[src/rtl/flush_redirect_ctrl_pkg.sv]
// Shared encodings and defaults for the WB flush / IF redirect controller.
// Optional feature macro used by the controller: FLUSH_CTRL_FAST_REDIR_EN.
package flush_redirect_ctrl_pkg;

  localparam int FLUSH_MAX_OUTSTANDING = 2;
  localparam int FLUSH_CNT_W           = $clog2(FLUSH_MAX_OUTSTANDING + 1);

  typedef enum logic [1:0] {
    FLUSH_ST_IDLE  = 2'd0,
    FLUSH_ST_DRAIN = 2'd1,
    FLUSH_ST_REDIR = 2'd2
  } flush_st_e;

  // Exception beats ertn, ertn beats refetch.
  function automatic logic [31:0] sel_target(
    input logic        wb_exc,
    input logic        ertn_flush,
    input logic [31:0] ex_entry,
    input logic [31:0] ertn_era,
    input logic [31:0] refetch_pc
  );
    if (wb_exc)
      return ex_entry;
    else if (ertn_flush)
      return ertn_era;
    else
      return refetch_pc;
  endfunction

endpackage

[src/rtl/flush_redirect_ctrl_inst_inflight_cnt.sv]
// Up/down count of instruction requests accepted but not yet answered.
module inst_inflight_cnt
  import flush_redirect_ctrl_pkg::*;
#(
  parameter int MAX_OUTSTANDING = FLUSH_MAX_OUTSTANDING,
  parameter int CNT_W           = FLUSH_CNT_W
) (
  input  logic             clk,
  input  logic             reset,
  input  logic             inc,
  input  logic             dec,
  output logic [CNT_W-1:0] cnt
);

  // Count up on request, down on response; simultaneous events cancel.
  always_ff @(posedge clk) begin
    if (reset)
      cnt <= '0;
    else if (inc && !dec)
      cnt <= cnt + 1'b1;
    else if (dec && !inc)
      cnt <= cnt - 1'b1;
  end

  // Bus protocol checks: never more than MAX_OUTSTANDING, never a response with nothing pending.
  a_no_overflow : assert property (@(posedge clk) disable iff (reset)
    !(inc && !dec && cnt == CNT_W'(MAX_OUTSTANDING)));
  a_no_underflow : assert property (@(posedge clk) disable iff (reset)
    !(dec && !inc && cnt == '0));

endmodule

[src/rtl/flush_redirect_ctrl.sv]
// Pipeline flush / refetch sequencer between WB+CSR and the IF instruction request port.
// Build option: define FLUSH_CTRL_FAST_REDIR_EN to let an event with nothing stale in flight
// redirect IF in the same cycle instead of passing through DRAIN.
//
// state | meaning
// IDLE  | normal fetch, watching WB for flush events
// DRAIN | fetch held; responses to pre-flush requests are dropped until stale_cnt hits 0
// REDIR | fetch held; redirect_pc offered to IF until redirect_ready
module flush_redirect_ctrl
  import flush_redirect_ctrl_pkg::*;
#(
  parameter int MAX_OUTSTANDING = FLUSH_MAX_OUTSTANDING,
  parameter int CNT_W           = FLUSH_CNT_W
) (
  input  logic        clk,
  input  logic        reset,
  input  logic        wb_exc,
  input  logic        ertn_flush,
  input  logic        refetch_flush,
  input  logic [31:0] ex_entry,
  input  logic [31:0] ertn_era,
  input  logic [31:0] refetch_pc,
  input  logic        inst_req_fire,
  input  logic        inst_resp_fire,
  input  logic        redirect_ready,
  output logic        flush,
  output logic        fetch_hold,
  output logic        discard_resp,
  output logic        redirect_valid,
  output logic [31:0] redirect_pc
);

  logic             ev;
  logic [31:0]      target;
  logic [CNT_W-1:0] inflight;
  logic [CNT_W-1:0] stale_calc;
  logic [CNT_W-1:0] stale_q;
  logic [CNT_W-1:0] stale_d;
  logic [31:0]      pc_q;
  flush_st_e        state_q;
  flush_st_e        state_d;

  inst_inflight_cnt #(
    .MAX_OUTSTANDING(MAX_OUTSTANDING),
    .CNT_W          (CNT_W)
  ) u_inflight (
    .clk  (clk),
    .reset(reset),
    .inc  (inst_req_fire),
    .dec  (inst_resp_fire),
    .cnt  (inflight)
  );

  assign ev     = wb_exc | ertn_flush | refetch_flush;
  assign flush  = ev;
  assign target = sel_target(wb_exc, ertn_flush, ex_entry, ertn_era, refetch_pc);

  // A response landing in the event cycle belongs to an old request and is consumed here,
  // so it is not counted as stale; a request accepted in the event cycle is.
  assign stale_calc = inflight + CNT_W'(inst_req_fire) - CNT_W'(inst_resp_fire);

  // State, stale down-counter and latched redirect target.
  always_ff @(posedge clk) begin
    if (reset) begin
      state_q <= FLUSH_ST_IDLE;
      stale_q <= '0;
      pc_q    <= '0;
    end else begin
      state_q <= state_d;
      stale_q <= stale_d;
      if (ev)
        pc_q <= target;
    end
  end

  // Next state, stale count and IF-facing outputs.
  always_comb begin
    state_d        = state_q;
    stale_d        = stale_q;
    fetch_hold     = 1'b0;
    redirect_valid = 1'b0;
    discard_resp   = 1'b0;
    redirect_pc    = pc_q;
    unique case (state_q)
      FLUSH_ST_IDLE: begin
        if (ev) begin
          stale_d = stale_calc;
`ifdef FLUSH_CTRL_FAST_REDIR_EN
          if (stale_calc == '0) begin
            redirect_valid = 1'b1;
            redirect_pc    = target;
            state_d        = redirect_ready ? FLUSH_ST_IDLE : FLUSH_ST_REDIR;
          end else begin
            state_d = FLUSH_ST_DRAIN;
          end
`else
          state_d = FLUSH_ST_DRAIN;
`endif
        end
      end
      FLUSH_ST_DRAIN: begin
        fetch_hold   = 1'b1;
        discard_resp = inst_resp_fire && (stale_q != '0);
        if (discard_resp)
          stale_d = stale_q - 1'b1;
        // Leave as soon as the last stale response has been eaten; a new event restarts the drain.
        if (ev)
          state_d = FLUSH_ST_DRAIN;
        else if (stale_d == '0)
          state_d = FLUSH_ST_REDIR;
      end
      FLUSH_ST_REDIR: begin
        fetch_hold     = 1'b1;
        redirect_valid = 1'b1;
        if (ev)
          state_d = FLUSH_ST_DRAIN;
        else if (redirect_ready)
          state_d = FLUSH_ST_IDLE;
      end
      default: state_d = FLUSH_ST_IDLE;
    endcase
  end

  // IF is told to stop issuing while draining, so a request here is a protocol violation.
  a_no_req_in_drain : assert property (@(posedge clk) disable iff (reset)
    !(state_q == FLUSH_ST_DRAIN && inst_req_fire));

endmodule

[config.mk]
export PLATFORM = sky130hd
export DESIGN_NAME = flush_redirect_ctrl
export DESIGN_NICKNAME = d
export VERILOG_FILES = /design/src/rtl/flush_redirect_ctrl_pkg.sv /design/src/rtl/flush_redirect_ctrl_inst_inflight_cnt.sv /design/src/rtl/flush_redirect_ctrl.sv
export SDC_FILE = /design/constraint.sdc
export NUM_CORES = 1
export LEC_CHECK = 0
export CAP_MARGIN = 20
export CORE_ASPECT_RATIO = 0.75
export CORE_MARGIN = 8
export CORE_UTILIZATION = 35
export CTS_BUF_LIST = sky130_fd_sc_hd__clkbuf_8
export CTS_CLUSTER_DIAMETER = 200
export DETAILED_ROUTE_END_ITERATION = 7
export GPL_ROUTABILITY_DRIVEN = 0
export PLACE_DENSITY = 0.82
export SLEW_MARGIN = 20
export SYNTH_ARGS = -nofsm -noshare
export SYNTH_HDL_FRONTEND = slang
export SYNTH_SLANG_ARGS = --single-unit
[constraint.sdc]
create_clock -name clk -period 1.7 [get_ports clk]
set_input_delay 0.17 -clock clk [delete_from_list [all_inputs] [get_ports clk]]
set_output_delay 0.17 -clock clk [all_outputs]
set_load 0.005 [all_outputs]
==> metrics.md <==
| Metric | Value |
|---|---|
| Final hold vios | 0 |
| Leakage power | approximately 1.6 nW |
| CTS root buffer | clkbuf_8 |
| Area Overhead vs Synth | 71.1% |
| DR vias/cell | 4.78 |
| Synthesized instance count | 302 |
| Core Area | 6190 um2 |
| Clk slew on worst S/H paths | 60 ps |
| Initial antenna violation count | 0 |
| Ranking of synthesized cells by area | dfxtp_1 34%, nand2_1 16%, mux2i_1 15% |
| Post-Syn Area | 2210 um2 |
| Critical path fanouts, max | 4 |
| Post-synth top area cell | dfxtp_1 |
| Smallest hold slack | 380 ps |
| Post-DR wirelength/cell | 14.1 um |
| WP buf/inv | 2 |
| Setup crit start kind | flip-flop |
| I/O Buffers | 139 |
| Largest delay contributor family on the critical path | buffers and inverters |
| Number of cells on the critical path | 3 |
| Min cycle time layout | 1590 ps |
| Int Pwr | 1.76 mW |
| Depth of the CTS H-tree | 2 |
| Max frequency | between 0.6 and 0.7 GHz |
| Starting density of the core | 0.357 |
| Syn. warnings | 0 |
| Worst setup EP type | output pin |
| Setup_tns | 0 ps |
| Crit path largest cell delay | 510 ps |
| Comb pwr share | 0.325 |
| Total net switching power | ~610 uW |
| CP max stage cell | clkdlybuf4s50_1 |
| Most frequent cells in the layout | 135 x clkdlybuf4s50_1, 96 x nand2_1, 35 x o21ai_0, 35 x a21oi_1, 35 x dfxtp_1 |
| FP Rows | 25 |
| Clock skew | 0.385 ps |
| Largest net degree at the start of global routing | 65 |
| Cell depth of the worst hold path | 5 |
| Io pins | 140 |
| Crit-path cells | inv_1, ha_1, clkdlybuf4s50_1 |
| Crit path DAT | 1420 ps |
| Iteration-0 DRC Markers | 139 |
| Worst-margin pin slew | 522 ps |
| DIE WIDTH | 108 um |
| CTS hold repair buffers | 0 |
| Seq/Total Area, Yosys | 0.344 |
| Pwr Density | around 630 nW/um2 |
| Antenna-violating nets left | 0 |
| Die height | between 80 and 90 um |
| DRC viols | 0 |
| Top Metal Used | met4 |
| HPWL Detailed | 5950 um |
| GRT overflow | 0 |
| Switching Fraction | 0.259 |
| Synth top area share | 0.344 |
| Pins over their slew limit | 0 |
| Fin crit share | 0.935 |
| CTS Sinks | 38 |
| TritonCTS clock tree | done |
| Critical path class | reg -> out |
| Fraction of layout cells with a size suffix above 1 | 0.0572 |
| Max_slew headroom | 0.652 |
| WP data required | 1530 ps |
| Met3 routed wirelength | 739 um |
| Avg Cell Area, Syn | 7.32 um2 |
| Distinct cell type count after synthesis | 27 |
| CTS Buf Count | 5 |
| Setup WS post-layout | between 100 and 150 ps |
| Peak VDD IR | 265 uV |
| Part of the power in registers | 0.427 |
| First-pass GRT wire length | between 10000 and 15000 um |
| Max_cap viols | 0 |
| Die area | 9140 um2 |
| Post-Route WL | 7290 um |
| ANT cells | 0 |
| RSZ-0062 raised after global routing | false |
| DR pass1 iterations | 4 |
| Clock power share | 0.248 |
| Outcome | complete, no violations |
| Metal-1 WL | 2880 um |
| Total number of vias | 2477 |
| Skew-Pair Late Insertion Delay | 270 ps |
| Syn Nets | approximately 410 |
| Hold Path Class | in -> reg |
| Pre-CTS setup slack | -102 ps |
| Vias in the first global route | 2555 |
| Commonest non-fill, non-tap cell in the layout | clkdlybuf4s50_1 |
| Clock buffer depth | 2 |
| NumNets Final | 550 |
| Worst r2r path cells | 8 |
| Placed cells | roughly 500 |
| Fin cells | 518 |
| Final setup violation count | 0 |
| Flops & latches, synth | 38 |
| GRT Util Overall | 0.158 |
| Met2 routed wirelength | 3580 um |
## timing repair
action	CTS	global route
setup endpoints to repair	2	2
resized for setup	3	3
setup buffers	0	0
## logic make-up (layout without fill, tap and decap cells)
group                      count (synthesis)  count (layout)  synth area share
muxes                                     34              34             0.154
DFF                                       38              38             0.344
buffers and inverters                     32             167            0.0566
AOI/OAI and AO/OA                         75              75             0.178
adders and majority gates                  8               8            0.0453
and+or+nand+nor                          111             111             0.206
xor gates and xnor gates                   4               4            0.0159
## synthesized netlist by cell type
| cell type | number |
|---|---|
| or2_2 | 1 |
| ha_1 | 8 |
| inv_2 | 1 |
| nor2b_1 | 2 |
| mux2i_1 | 34 |
| buf_1 | 2 |
| xnor2_1 | 2 |
| buf_2 | 4 |
| nor3_4 | 1 |
| clkbuf_1 | 15 |
| xor2_1 | 2 |
| dfxtp_1 | 38 |
| or4_1 | 1 |
| nor2_1 | 2 |
| a22oi_1 | 1 |
| nand3_1 | 3 |
| inv_1 | 10 |
| or3_1 | 1 |
| nand3b_1 | 1 |
| a211oi_1 | 2 |
| a21oi_1 | 35 |
| a41o_1 | 1 |
| o21ai_0 | 35 |
| o211a_1 | 1 |
| nor3_1 | 2 |
| nand2_1 | 96 |
| nor4_1 | 1 |
## registers in the layout, indices dropped and copies added (netlist names)
name            cells
redirect_pc        32
stale_q             2
state_q             2
u_inflight.cnt      2
## per-stage QoR
stage	util	total power, mW	cell area [um2]
after floorplan	-	1.36	2210
after global placement	0.596	1.78	3690
after detailed placement	0.596	1.81	3690
after CTS	0.609	2.40	3770
after global routing	0.611	2.53	3780
final	0.611	2.37	3780
## worst paths after layout
| path | start | end | slack, ps |
|---|---|---|---|
| hold / removal | wb_exc | state_q[1] | 380 |
| setup / recovery | state_q[0] | redirect_valid | 110 |
| hold reg to reg | redirect_pc[28] | redirect_pc[28] | 450 |
| setup reg to reg | u_inflight.cnt[0] | stale_q[1] | 140 |
## power by group through the flow
stage	clock [mW]	sequential [mW]	combinational (mW)
detailed placement	0	1.03	0.777
global placement	0	1.02	0.757
finish	0.587	1.01	0.771
floorplan	0	1.03	0.328
global route	0.653	1.02	0.854
CTS	0.609	1.01	0.780
## per-layer routing
layer | up-vias | global-route usage
met2 | 91 | 0.275
li1 | 1281 | -
met1 | 1096 | 0.163
met5 | - | 0
met3 | 9 | 0.0757
met4 | 0 | 0.0477
## worst min-delay path: stages
cell and delay, ps:
buf_2 110, nor3_4 50, inv_2 100, or4_1 120
mux2i_1 60
## area by class of cell
| class | count | area (um2) |
|---|---|---|
| Inverter | 11 | 41.3 |
| Timing Repair Buffer | 150 | 1470 |
| Multi-Input combinational cell | 232 | 1320 |
| Clock buffer | 6 | 82.6 |
| Tap cell | 81 | 101 |
| Sequential cell | 38 | 767 |
| Fill cell | 545 | 2410 |
Power figures use the tool's default switching activity.
